==> src/rtl/wb_stage.sv <==
// Writeback stage: registers the MEM-stage result, formats load data and
// drives the register-file write port. Keeps a retired-instruction count.
// Optional sub-word load formatting is enabled by defining WB_SUBWORD_LOAD_EN;
// without it every load returns the full memory word.
module wb_stage (
    input  logic        clk,
    input  logic        rst_n,
    input  logic        stall_i,
    input  logic        flush_i,
    input  logic        m_valid,
    input  logic        m_regwrite,
    input  logic        m_memtoreg,
    input  logic [4:0]  m_rd,
    input  logic [31:0] m_alu_result,
    input  logic [31:0] m_rdata,
    input  logic [1:0]  m_ldsize,
    input  logic        m_ldunsigned,
    output logic        we3,
    output logic [4:0]  wa3,
    output logic [31:0] wd3,
    output logic        wb_valid,
    output logic [31:0] retired
);

    localparam int unsigned DW = 32;
    localparam int unsigned AW = 5;

    localparam logic [1:0] LD_BYTE = 2'b00;
    localparam logic [1:0] LD_HALF = 2'b01;

    logic          valid_q,      valid_d;
    logic          regwrite_q,   regwrite_d;
    logic          memtoreg_q,   memtoreg_d;
    logic [AW-1:0] rd_q,         rd_d;
    logic [DW-1:0] alu_q,        alu_d;
    logic [DW-1:0] rdata_q,      rdata_d;
    logic [DW-1:0] retired_q,    retired_d;

`ifdef WB_SUBWORD_LOAD_EN
    logic [1:0]    ldsize_q,     ldsize_d;
    logic          ldunsigned_q, ldunsigned_d;
`else
    // Size/sign controls have no effect when sub-word loads are disabled.
    logic          unused_ld_ctrl;
    assign unused_ld_ctrl = ^{m_ldsize, m_ldunsigned};
`endif

    logic [DW-1:0] load_data;

    // Next-state: flush beats stall beats capture; retire when the held instruction leaves.
    always_comb begin
        valid_d      = valid_q;
        regwrite_d   = regwrite_q;
        memtoreg_d   = memtoreg_q;
        rd_d         = rd_q;
        alu_d        = alu_q;
        rdata_d      = rdata_q;
`ifdef WB_SUBWORD_LOAD_EN
        ldsize_d     = ldsize_q;
        ldunsigned_d = ldunsigned_q;
`endif
        retired_d    = retired_q;

        if (flush_i) begin
            valid_d = 1'b0;
        end else if (!stall_i) begin
            valid_d      = m_valid;
            regwrite_d   = m_regwrite;
            memtoreg_d   = m_memtoreg;
            rd_d         = m_rd;
            alu_d        = m_alu_result;
            rdata_d      = m_rdata;
`ifdef WB_SUBWORD_LOAD_EN
            ldsize_d     = m_ldsize;
            ldunsigned_d = m_ldunsigned;
`endif
        end

        if (valid_q && (!stall_i || flush_i)) begin
            retired_d = retired_q + DW'(1);
        end
    end

    // WB pipeline register and retire counter.
    always_ff @(posedge clk or negedge rst_n) begin
        if (!rst_n) begin
            valid_q      <= 1'b0;
            regwrite_q   <= 1'b0;
            memtoreg_q   <= 1'b0;
            rd_q         <= '0;
            alu_q        <= '0;
            rdata_q      <= '0;
`ifdef WB_SUBWORD_LOAD_EN
            ldsize_q     <= '0;
            ldunsigned_q <= 1'b0;
`endif
            retired_q    <= '0;
        end else begin
            valid_q      <= valid_d;
            regwrite_q   <= regwrite_d;
            memtoreg_q   <= memtoreg_d;
            rd_q         <= rd_d;
            alu_q        <= alu_d;
            rdata_q      <= rdata_d;
`ifdef WB_SUBWORD_LOAD_EN
            ldsize_q     <= ldsize_d;
            ldunsigned_q <= ldunsigned_d;
`endif
            retired_q    <= retired_d;
        end
    end

`ifdef WB_SUBWORD_LOAD_EN
    logic [7:0]  byte_sel;
    logic [15:0] half_sel;

    // Load formatting: lane select by address, then zero/sign extension.
    always_comb begin
        byte_sel  = 8'h00;
        half_sel  = 16'h0000;
        load_data = rdata_q;

        case (alu_q[1:0])
            2'd0:    byte_sel = rdata_q[7:0];
            2'd1:    byte_sel = rdata_q[15:8];
            2'd2:    byte_sel = rdata_q[23:16];
            default: byte_sel = rdata_q[31:24];
        endcase

        // Address bit 0 is ignored for halves; misalignment is not trapped here.
        half_sel = alu_q[1] ? rdata_q[31:16] : rdata_q[15:0];

        case (ldsize_q)
            LD_BYTE: load_data = ldunsigned_q ? {24'h000000, byte_sel}
                                              : {{24{byte_sel[7]}}, byte_sel};
            LD_HALF: load_data = ldunsigned_q ? {16'h0000, half_sel}
                                              : {{16{half_sel[15]}}, half_sel};
            default: load_data = rdata_q;
        endcase
    end
`else
    // Full-word loads only.
    always_comb begin
        load_data = rdata_q;
    end
`endif

    // Register-file write port, driven purely from WB state; x0 writes suppressed.
    always_comb begin
        we3 = valid_q && regwrite_q && (rd_q != AW'(0));
        wa3 = rd_q;
        wd3 = memtoreg_q ? load_data : alu_q;
    end

    assign wb_valid = valid_q;
    assign retired  = retired_q;

endmodule

==> config.mk <==
export PLATFORM = sky130hd
export DESIGN_NAME = wb_stage
export DESIGN_NICKNAME = d
export VERILOG_FILES = /design/src/rtl/wb_stage.sv
export SDC_FILE = /design/constraint.sdc
export NUM_CORES = 1
export LEC_CHECK = 0
export ABC_AREA = 1
export ABC_CLOCK_PERIOD_IN_PS = 1500
export BUFFER_PORTS_ARGS = -buffer_cell sky130_fd_sc_hd__buf_4
export CELL_PAD_IN_SITES_DETAIL_PLACEMENT = 1
export CELL_PAD_IN_SITES_GLOBAL_PLACEMENT = 1
export CORE_MARGIN = 4
export CORE_UTILIZATION = 37
export CTS_CLUSTER_DIAMETER = 80
export DETAILED_ROUTE_END_ITERATION = 8
export GPL_TIMING_DRIVEN = 0
export PLACE_DENSITY = 0.91
export SETUP_SLACK_MARGIN = 0.15
export SLEW_MARGIN = 10
export SYNTH_ARGS = -nofsm -noshare
export SYNTH_HDL_FRONTEND = slang
export SYNTH_SLANG_ARGS = --single-unit
==> constraint.sdc <==
create_clock -name clk -period 1.5 [get_ports clk]
set_input_delay 0.3 -clock clk [delete_from_list [all_inputs] [get_ports clk]]
set_output_delay 0.3 -clock clk [all_outputs]
set_load 0.005 [all_outputs]
* Yosys cells after proc, flatten, opt, wreduce, memory -nomap -nowiden
Index checks and enable logic that the tools add are counted.
Widths: inputs -> output; s select.
** Cells by class
- Add/subtract/negate cells :: 1
- Equality and inequality tests :: 1
- Muxes and demuxes :: 3
- Bitwise logic cells :: 2
- Reductions and logical operators :: 7
** Operators with widths (number)
- $add 32x1->32 const B :: 1
- $mux 32 :: 1
- $reduce_bool 5->1 :: 1
- $logic_and 1x1->1 :: 3
- $mux 1 :: 2
- $ne 2x1->1 const B :: 1
- $not 1->1 :: 2
- $reduce_and 2->1 :: 1
- $logic_not 1->1 :: 1
- $logic_or 1x1->1 :: 1
** Storage, ports and cells
- Register bits :: 104
- Output and inout bits :: 71

* Depth between registers and ports, before layout
Gate-level depths: netlist (run 1).
- Depth after elaboration :: 3
- Depth in mapped cells :: 9
- Mapped depth without buffers :: 9

* Least setup slack after synthesis (run 1)
OpenSTA, ideal clock, no wires.
- Path type :: register to register
- Start point :: register retired_q[0] (netlist: retired[0])
- End point :: register retired_q[12] (netlist: retired[12])
- Setup time :: 0.118 ns
- Data arrival time :: 1.215 ns
- Data required time :: 1.382 ns
- Path slack :: 0.167 ns
- Stages on the path, launching flop included :: 9
- Path buffers :: 0
- Clock period less this slack :: 1.333 ns
- Cell sequence :: dfrtp_1 -> ha_1 -> inv_1 -> nor2_1 -> nand2_1 -> nor2_2 -> nand2_1 -> xor2_1 -> inv_1
** Between the ends
- Word-level cells in the longest chain between the ends :: 1
** Ends and longest elaborated chain
- start, declared :: line 37 : logic [DW-1:0] retired_q, retired_d;
- start signal, assigned :: line 109 : retired_q <= retired_d;
- $add 32x1->32 :: line 80 : retired_d = retired_q + DW'(1);
No other way between the ends.
A chain may end at the register's enable or synchronous reset.

* Worst setup path after layout (run 1)
- Start point :: register memtoreg_q
- End point :: output wd3[15]
** Between the ends
- Word-level cells in the longest chain between the ends :: 1
** Ends and longest elaborated chain
- start, declared :: line 33 : logic memtoreg_q, memtoreg_d;
- start signal, assigned :: line 101 : memtoreg_q <= memtoreg_d;
- $mux 32 :: line 152 : wd3 = memtoreg_q ? load_data : alu_q;
- end, declared :: line 20 : output logic [31:0] wd3,
No other way between the ends.

==> results of run 1 <==
[what timing repair did]
| item | CTS | global route |
|---|---|---|
| buffers inserted | 28 | 23 |
| gates cloned | 4 | 3 |
| endpoints found under the setup margin | 57 | 113 |
| resized for setup | 165 | 155 |
| pin swaps | 26 | 48 |
[cell type report]
cell class,count,area (um2),area share
Tap cell,172,215,0.0266
Buffer,21,216,0.0267
Sequential cell,104,2630,0.324
Timing Repair Buffer,204,1780,0.220
Clock buffer,12,256,0.0317
Multi-Input combinational cell,422,2700,0.333
Clock inverter,4,51.3,0.00633
Inverter,67,256,0.0317
[how the worst min path moves through the flow]
stage               cells after the start             to  slack (ns)          start
finish                                  1    retired[13]        0.04          rst_n
global route                            1    retired[13]        0.14          rst_n
CTS                                     1    retired[13]        0.12          rst_n
detailed placement                      2  load_data[27]        0.46  load_data[27]
global placement                        2     regwrite_q        0.45     regwrite_q
floorplan                               0       alu_q[0]       0.004          rst_n
[layer usage]
| layer | up-vias | part of all wire | GRT usage |
|---|---|---|---|
| met2 | 220 | 0.54 | 0.464 |
| met4 | 0 | 0.040 | 0.0952 |
| li1 | 2349 | - | - |
| met5 | - | 0 | 0 |
| met3 | 69 | 0.052 | 0.0544 |
| met1 | 2676 | 0.36 | 0.296 |
[cells in the final DEF, fill, tap and decap left out, drive strengths merged]
cell type    n
clkbuf      29
ha           1
nand4       11
buf        208
nand2      248
a21oi        1
bufinv       1
clkinv       1
nor2        40
clkinvlp     1
inv         68
o21ai       69
xnor2        7
nand3b       3
o311ai       1
nand3       24
xor2        11
nor3         5
and2         1
dfrtp      104
[flip-flops by register name (all words and copies together) (netlist names)]
register    flops
alu_q          32
load_data      32
memtoreg_q      1
regwrite_q      1
retired        32
wa3             5
wb_valid        1
[logic make-up (layout without fill, tap and decap cells)]
logic type | after synthesis | count (layout) | synth area share
DFF | 104 | 104 | 0.536
AOI/OAI and AO/OA | 71 | 71 | 0.0762
adders and majority gates | 1 | 1 | 0.00257
xor gates and xnor gates | 18 | 18 | 0.0324
and+or+nand+nor | 332 | 332 | 0.283
buffers and inverters | 88 | 308 | 0.0705
[critical path: cells and delay by family (launching register included)]
| family | cells | cell delay (ns) |
|---|---|---|
| AOI/OAI and AO/OA | 1 | 0.16 |
| buffers and inverters | 3 | 0.46 |
| DFF | 1 | 0.46 |
[power breakdown]
part | internal [mW] | switching [mW] | leakage [nW]
clock network | 1.39 | 1.16 | 0.149
registers | 3.10 | 0.288 | 1.28
logic | 1.19 | 1.13 | 2.64
==> run_results.csv, run 1 <==
group,metric,value,unit
critical_path,r2r-end,"retired[17]",
sta,hold_violations,0,
sta,setup_viol,43,
status,violations,"setup timing",
sta,clock_skew,0.00892,ns
power,ir_worst_vdd,0.804,mV
place,dpl_cell_area,0.00617,mm2
detailed_routing,dr.pass1.iters,4,
detailed_routing,viasPerCell,5.28,
layout,final_core_util,0.637,
place,place.gp.congestion,0.892,
synth,synth_edf_count,0,
status,status,"finished, violations left",
place,port_buffers,146,
layout,area_growth,66.7,%
place,dp_cells,932,
job,cap_viol_max_count,0,
critical_path,r2r_cells,9,
critical_path,cp.arrival,1.45,ns
detailed_routing,drc,0,
layout,drive_above_1_share,0.471,
synth,yosysWarnings,0,
layout,fillers,1469,
sta,max_slew_margin,0.333,
critical_path,r2r-start,"retired[10]",
power,leakage,4.07,nW
synth,synthArstFlopShare,1.00,
floorplan,core,0.0127,mm2
sta,whs,0.0370,ns
synth,yosys.area.top_type,"dfrtp_1",
floorplan,dieArea,0.0150,mm2
synth,ys_ff_latch,104,
sta,period_share,1.17,
sta,setup_slack,-0.249,ns
floorplan,start_util,0.382,
detailed_routing,wl_per_cell,22.5,um
layout,fin_cells,1006,
critical_path,max_stage_delay,0.46,ns
sta,fin_setup_tns,-7.16,ns
floorplan,fp.dieW,123,um
layout,nets,909,
detailed_routing,via_count,5314,
synth,ys_seq_area_frac,0.536,
clock_tree,cts_buffers,9,
power,power-per-cell-area,1020,mW/mm2
floorplan,rows,41,
critical_path,crit_start,"memtoreg_q",
global_routing,overflow,0,
critical_path,crit_chain,"clkbuf_16 -> buf_8 -> o21ai_4 -> buf_4",
clock_tree,cts-root-buf,"clkbuf_16",
synth,post-synth-top-count-cell,"nand2_1",
global_routing,grt_pass1_wl,29.7,mm
sta,period_needed,1.75,ns
synth,syn_area,0.00486,mm2
clock_tree,h-tree-depth,3,
place,hpwl,11.7,mm
detailed_routing,ant_nets,0,
synth,synth_common_cells,"nand2_1, dfrtp_1, o21ai_0, inv_1, nor2_1",
global_routing,grt_pass1_vias,5600,
power,fin_total_pwr,8.27,mW
synth,yosysUniqueCellTypes,24,
clock_tree,holdBufCountCts,0,
critical_path,cp_slowest_cell,"dfrtp_2",
critical_path,endpoint,"wd3[15]",
clock_tree,clk_latency,0.37,ns
layout,diodes,0,
critical_path,worstPathRequired,1.20,ns
global_routing,grtUsageTotal,0.256,
hold_path,hold_class,"input pin to async pin",
synth,yosys-top-cells-area,"dfrtp_1, nand2_1, o21ai_0, inv_1, nand3_1",
synth,synth_flop_cell,"dfrtp_1",
critical_path,rrSetupSlack,-0.09,ns
clock_tree,max-clock-path-buffers,2,
clock_tree,cts_tree,"built",
global_routing,grt_max_degree,105,
place,dp_slack,-0.341,ns
synth,syn_avg_cell_area,7.91,um2
synth,syn-num-nets,694,
critical_path,start_kind,"register",
synth,netlist.area_leader.share,0.536,
clock_tree,clock_sinks,104,
synth,synth_cells,614,
clock_tree,clk_pin_slew_worst_paths,0.08,ns
sta,report.final.slew_viol_count,0,
sta,fmax,0.572,GHz
sta,rsz0062_at_grt,"true",
sta,worst_slew_pin_slew,1.00,ns
floorplan,die_h,123,um
detailed_routing,wl,22.6,mm
critical_path,worstSetupPathType,"register to output pin",
critical_path,crit_path_max_fanout,5,
floorplan,io_pins,150,
critical_path,endpoint_kind,"output pin",
detailed_routing,drt_iter0_drc,317,
layout,final_area,0.00810,mm2
global_routing,antenna_found_initial,0,
Power figures use the tool's default switching activity.
==> inputs of run 2 (changes only) <==
- ABC_CLOCK_PERIOD_IN_PS: 1500 -> 2200
- CORE_UTILIZATION: 37 -> 40
- PLACE_DENSITY: 0.91 -> not set
- PLACE_DENSITY_LB_ADDON: not set -> 0.3
- clock period: 1.5 -> 2.2 ns (I/O delays scaled with it)
==> run 2 against run 1 <==
The flow now finishes without violations; sequential share of layout area is 7.7 points higher; sequential power decreased by 34%; clock power decreased by 29%; highest routed layer unchanged; combinational power shrank 62%; largest power group unchanged; final area is 20% lower; clock skew is 0.0045 ns lower; via count shrank 13%; count of clock-buffer cells in the layout grew 2; first-iteration DRC count shrank 27%; die area is 7.0% lower.
==> run_results.csv, run 2 (synthesis results as in run 1) <==
group,metric,value,unit
clock_tree,cts_tree,"built",
floorplan,rows,39,
critical_path,cp.arrival,1.55,ns
detailed_routing,drc,0,
global_routing,grt_max_degree,105,
critical_path,crit_path_max_fanout,10,
floorplan,core,0.0117,mm2
sta,fmax,0.503,GHz
clock_tree,clock_sinks,104,
floorplan,fp.dieW,118,um
power,power-per-cell-area,762,mW/mm2
hold_path,hold_class,"input pin to async pin",
critical_path,start_kind,"register",
layout,drive_above_1_share,0.241,
detailed_routing,wl,15.3,mm
sta,period_needed,1.99,ns
sta,fin_setup_tns,0,ns
clock_tree,cts_setup_buffers,0,
place,port_buffers,146,
critical_path,worstPathRequired,1.76,ns
layout,layout_common_cells,"nand2_1, buf_4, dfrtp_1, inv_1, o21ai_0",
sta,report.final.slew_viol_count,0,
sta,setup_viol,0,
sta,rsz0062_at_grt,"true",
critical_path,worstSetupPathType,"register to output pin",
power,leakage,3.33,nW
global_routing,overflow,0,
clock_tree,clk_latency,0.35,ns
sta,setup_slack,0.213,ns
layout,layout_commonest_cell,"nand2_1",
sta,hold_violations,0,
global_routing,grt_pass1_vias,5187,
floorplan,die_h,118,um
critical_path,rrSetupSlack,0.61,ns
global_routing,antenna_found_initial,0,
global_routing,grtUsageTotal,0.224,
critical_path,r2r-start,"retired[12]",
detailed_routing,viasPerCell,5.04,
place,dp_slack,0.227,ns
detailed_routing,wl_per_cell,16.7,um
critical_path,crit_start,"memtoreg_q",
sta,clock_skew,0.00445,ns
floorplan,io_pins,150,
detailed_routing,ant_nets,0,
layout,area_growth,33.5,%
power,switching_share,0.266,
power,p_int,3.63,mW
critical_path,r2r_cells,7,
clock_tree,cts_buffers,9,
global_routing,grt_pass1_wl,25.4,mm
detailed_routing,dr.pass1.iters,4,
power,clockPowerShare,0.364,
power,seqPwrFrac,0.456,
sta,worst_slew_pin_slew,0.961,ns
status,status,"completed",
floorplan,dieArea,0.0140,mm2
critical_path,r2r-end,"retired[17]",
layout,diodes,0,
detailed_routing,via_count,4633,
critical_path,endpoint_kind,"output pin",
sta,period_share,0.903,
clock_tree,cts-root-buf,"clkbuf_16",
power,ir_worst_vdd,0.381,mV
detailed_routing,drt_iter0_drc,232,
floorplan,start_util,0.417,
sta,max_slew_margin,0.360,
power,p_comb_frac,0.180,
power,p_sw,1.31,mW
job,cap_viol_max_count,0,
clock_tree,max-clock-path-buffers,2,
layout,nets,851,
place,hpwl,11.4,mm
place,place.gp.congestion,0.834,
clock_tree,clk_pin_slew_worst_paths,0.07,ns
clock_tree,h-tree-depth,3,
-- run 2: cell count changes in the layout (fill, tap and decap cells not counted), sizes merged --
| cell | previous run | this run |
|---|---|---|
| buf | 208 | 151 |
| bufinv | 1 | 2 |
| clkbuf | 29 | 30 |
| clkinv | 1 | 0 |
| clkinvlp | 1 | 0 |
| inv | 68 | 67 |
-- run 2: per-layer routing --
| metal | wire length (um) | vias to the layer above | track usage | share of wire |
|---|---|---|---|---|
| li1 | - | 2211 | - | - |
| met1 | 6070 | 2277 | 0.259 | 0.40 |
| met2 | 8190 | 119 | 0.404 | 0.53 |
| met3 | 765 | 26 | 0.0544 | 0.050 |
| met4 | 314 | 0 | 0.0791 | 0.020 |
| met5 | 0 | - | 0 | 0 |
-- run 2: stage by stage --
| step | area, um2 | instances | power (mW) | util | hold WS (ns) |
|---|---|---|---|---|---|
| after floorplan | 4860 | 614 | 2.61 | - | 0.144 |
| after global placement | 6130 | 903 | 3.12 | 0.526 | 0.453 |
| after detailed placement | 6140 | 903 | 3.17 | 0.526 | 0.459 |
| after CTS | 6480 | 919 | 4.97 | 0.556 | 0.255 |
| after global routing | 6490 | 919 | 5.18 | 0.556 | 0.283 |
| final | 6490 | 919 | 4.94 | 0.556 | 0.178 |
-- run 2: worst max-delay path: stages (launching register included) --
cell,delay (ns)
dfrtp_1,0.38
buf_2,0.18
clkbuf_2,0.22
o21ai_1,0.26
buf_4,0.16
-- run 2: area by class of cell --
cell class | count | area (um2)
timing repair buffer | 146 | 1100
inverter | 67 | 251
clock inverter | 2 | 60.1
sequential | 104 | 2600
fill | 1475 | 5170
buffer | 21 | 106
clock buffer | 14 | 274
multi-input combinational | 422 | 1910
tap | 143 | 179
-- run 2: how the worst max path moves through the flow --
stage | end | depth (start not counted)
after floorplan | wd3[21] | 4
after global placement | wd3[26] | 5
after detailed placement | wd3[24] | 5
after CTS | wd3[24] | 5
after global routing | wd3[16] | 4
final | wd3[16] | 4
-- run 2: what timing repair did --
action                                  in CTS  in global routing
hold buffers                                 0                  0
resized for setup                            8                 13
endpoints found under the setup margin      32                 29
-- run 2: power by group through the flow --
| stage | clock, mW | combinational, mW | sequential, mW |
|---|---|---|---|
| 5_1_grt | 1.91 | 1.00 | 2.27 |
| 3_3_place_gp | 0 | 0.844 | 2.27 |
| 3_5_place_dp | 0 | 0.885 | 2.28 |
| 6_report | 1.80 | 0.892 | 2.25 |
| 4_1_cts | 1.82 | 0.901 | 2.25 |
| 2_1_floorplan | 0 | 0.360 | 2.25 |
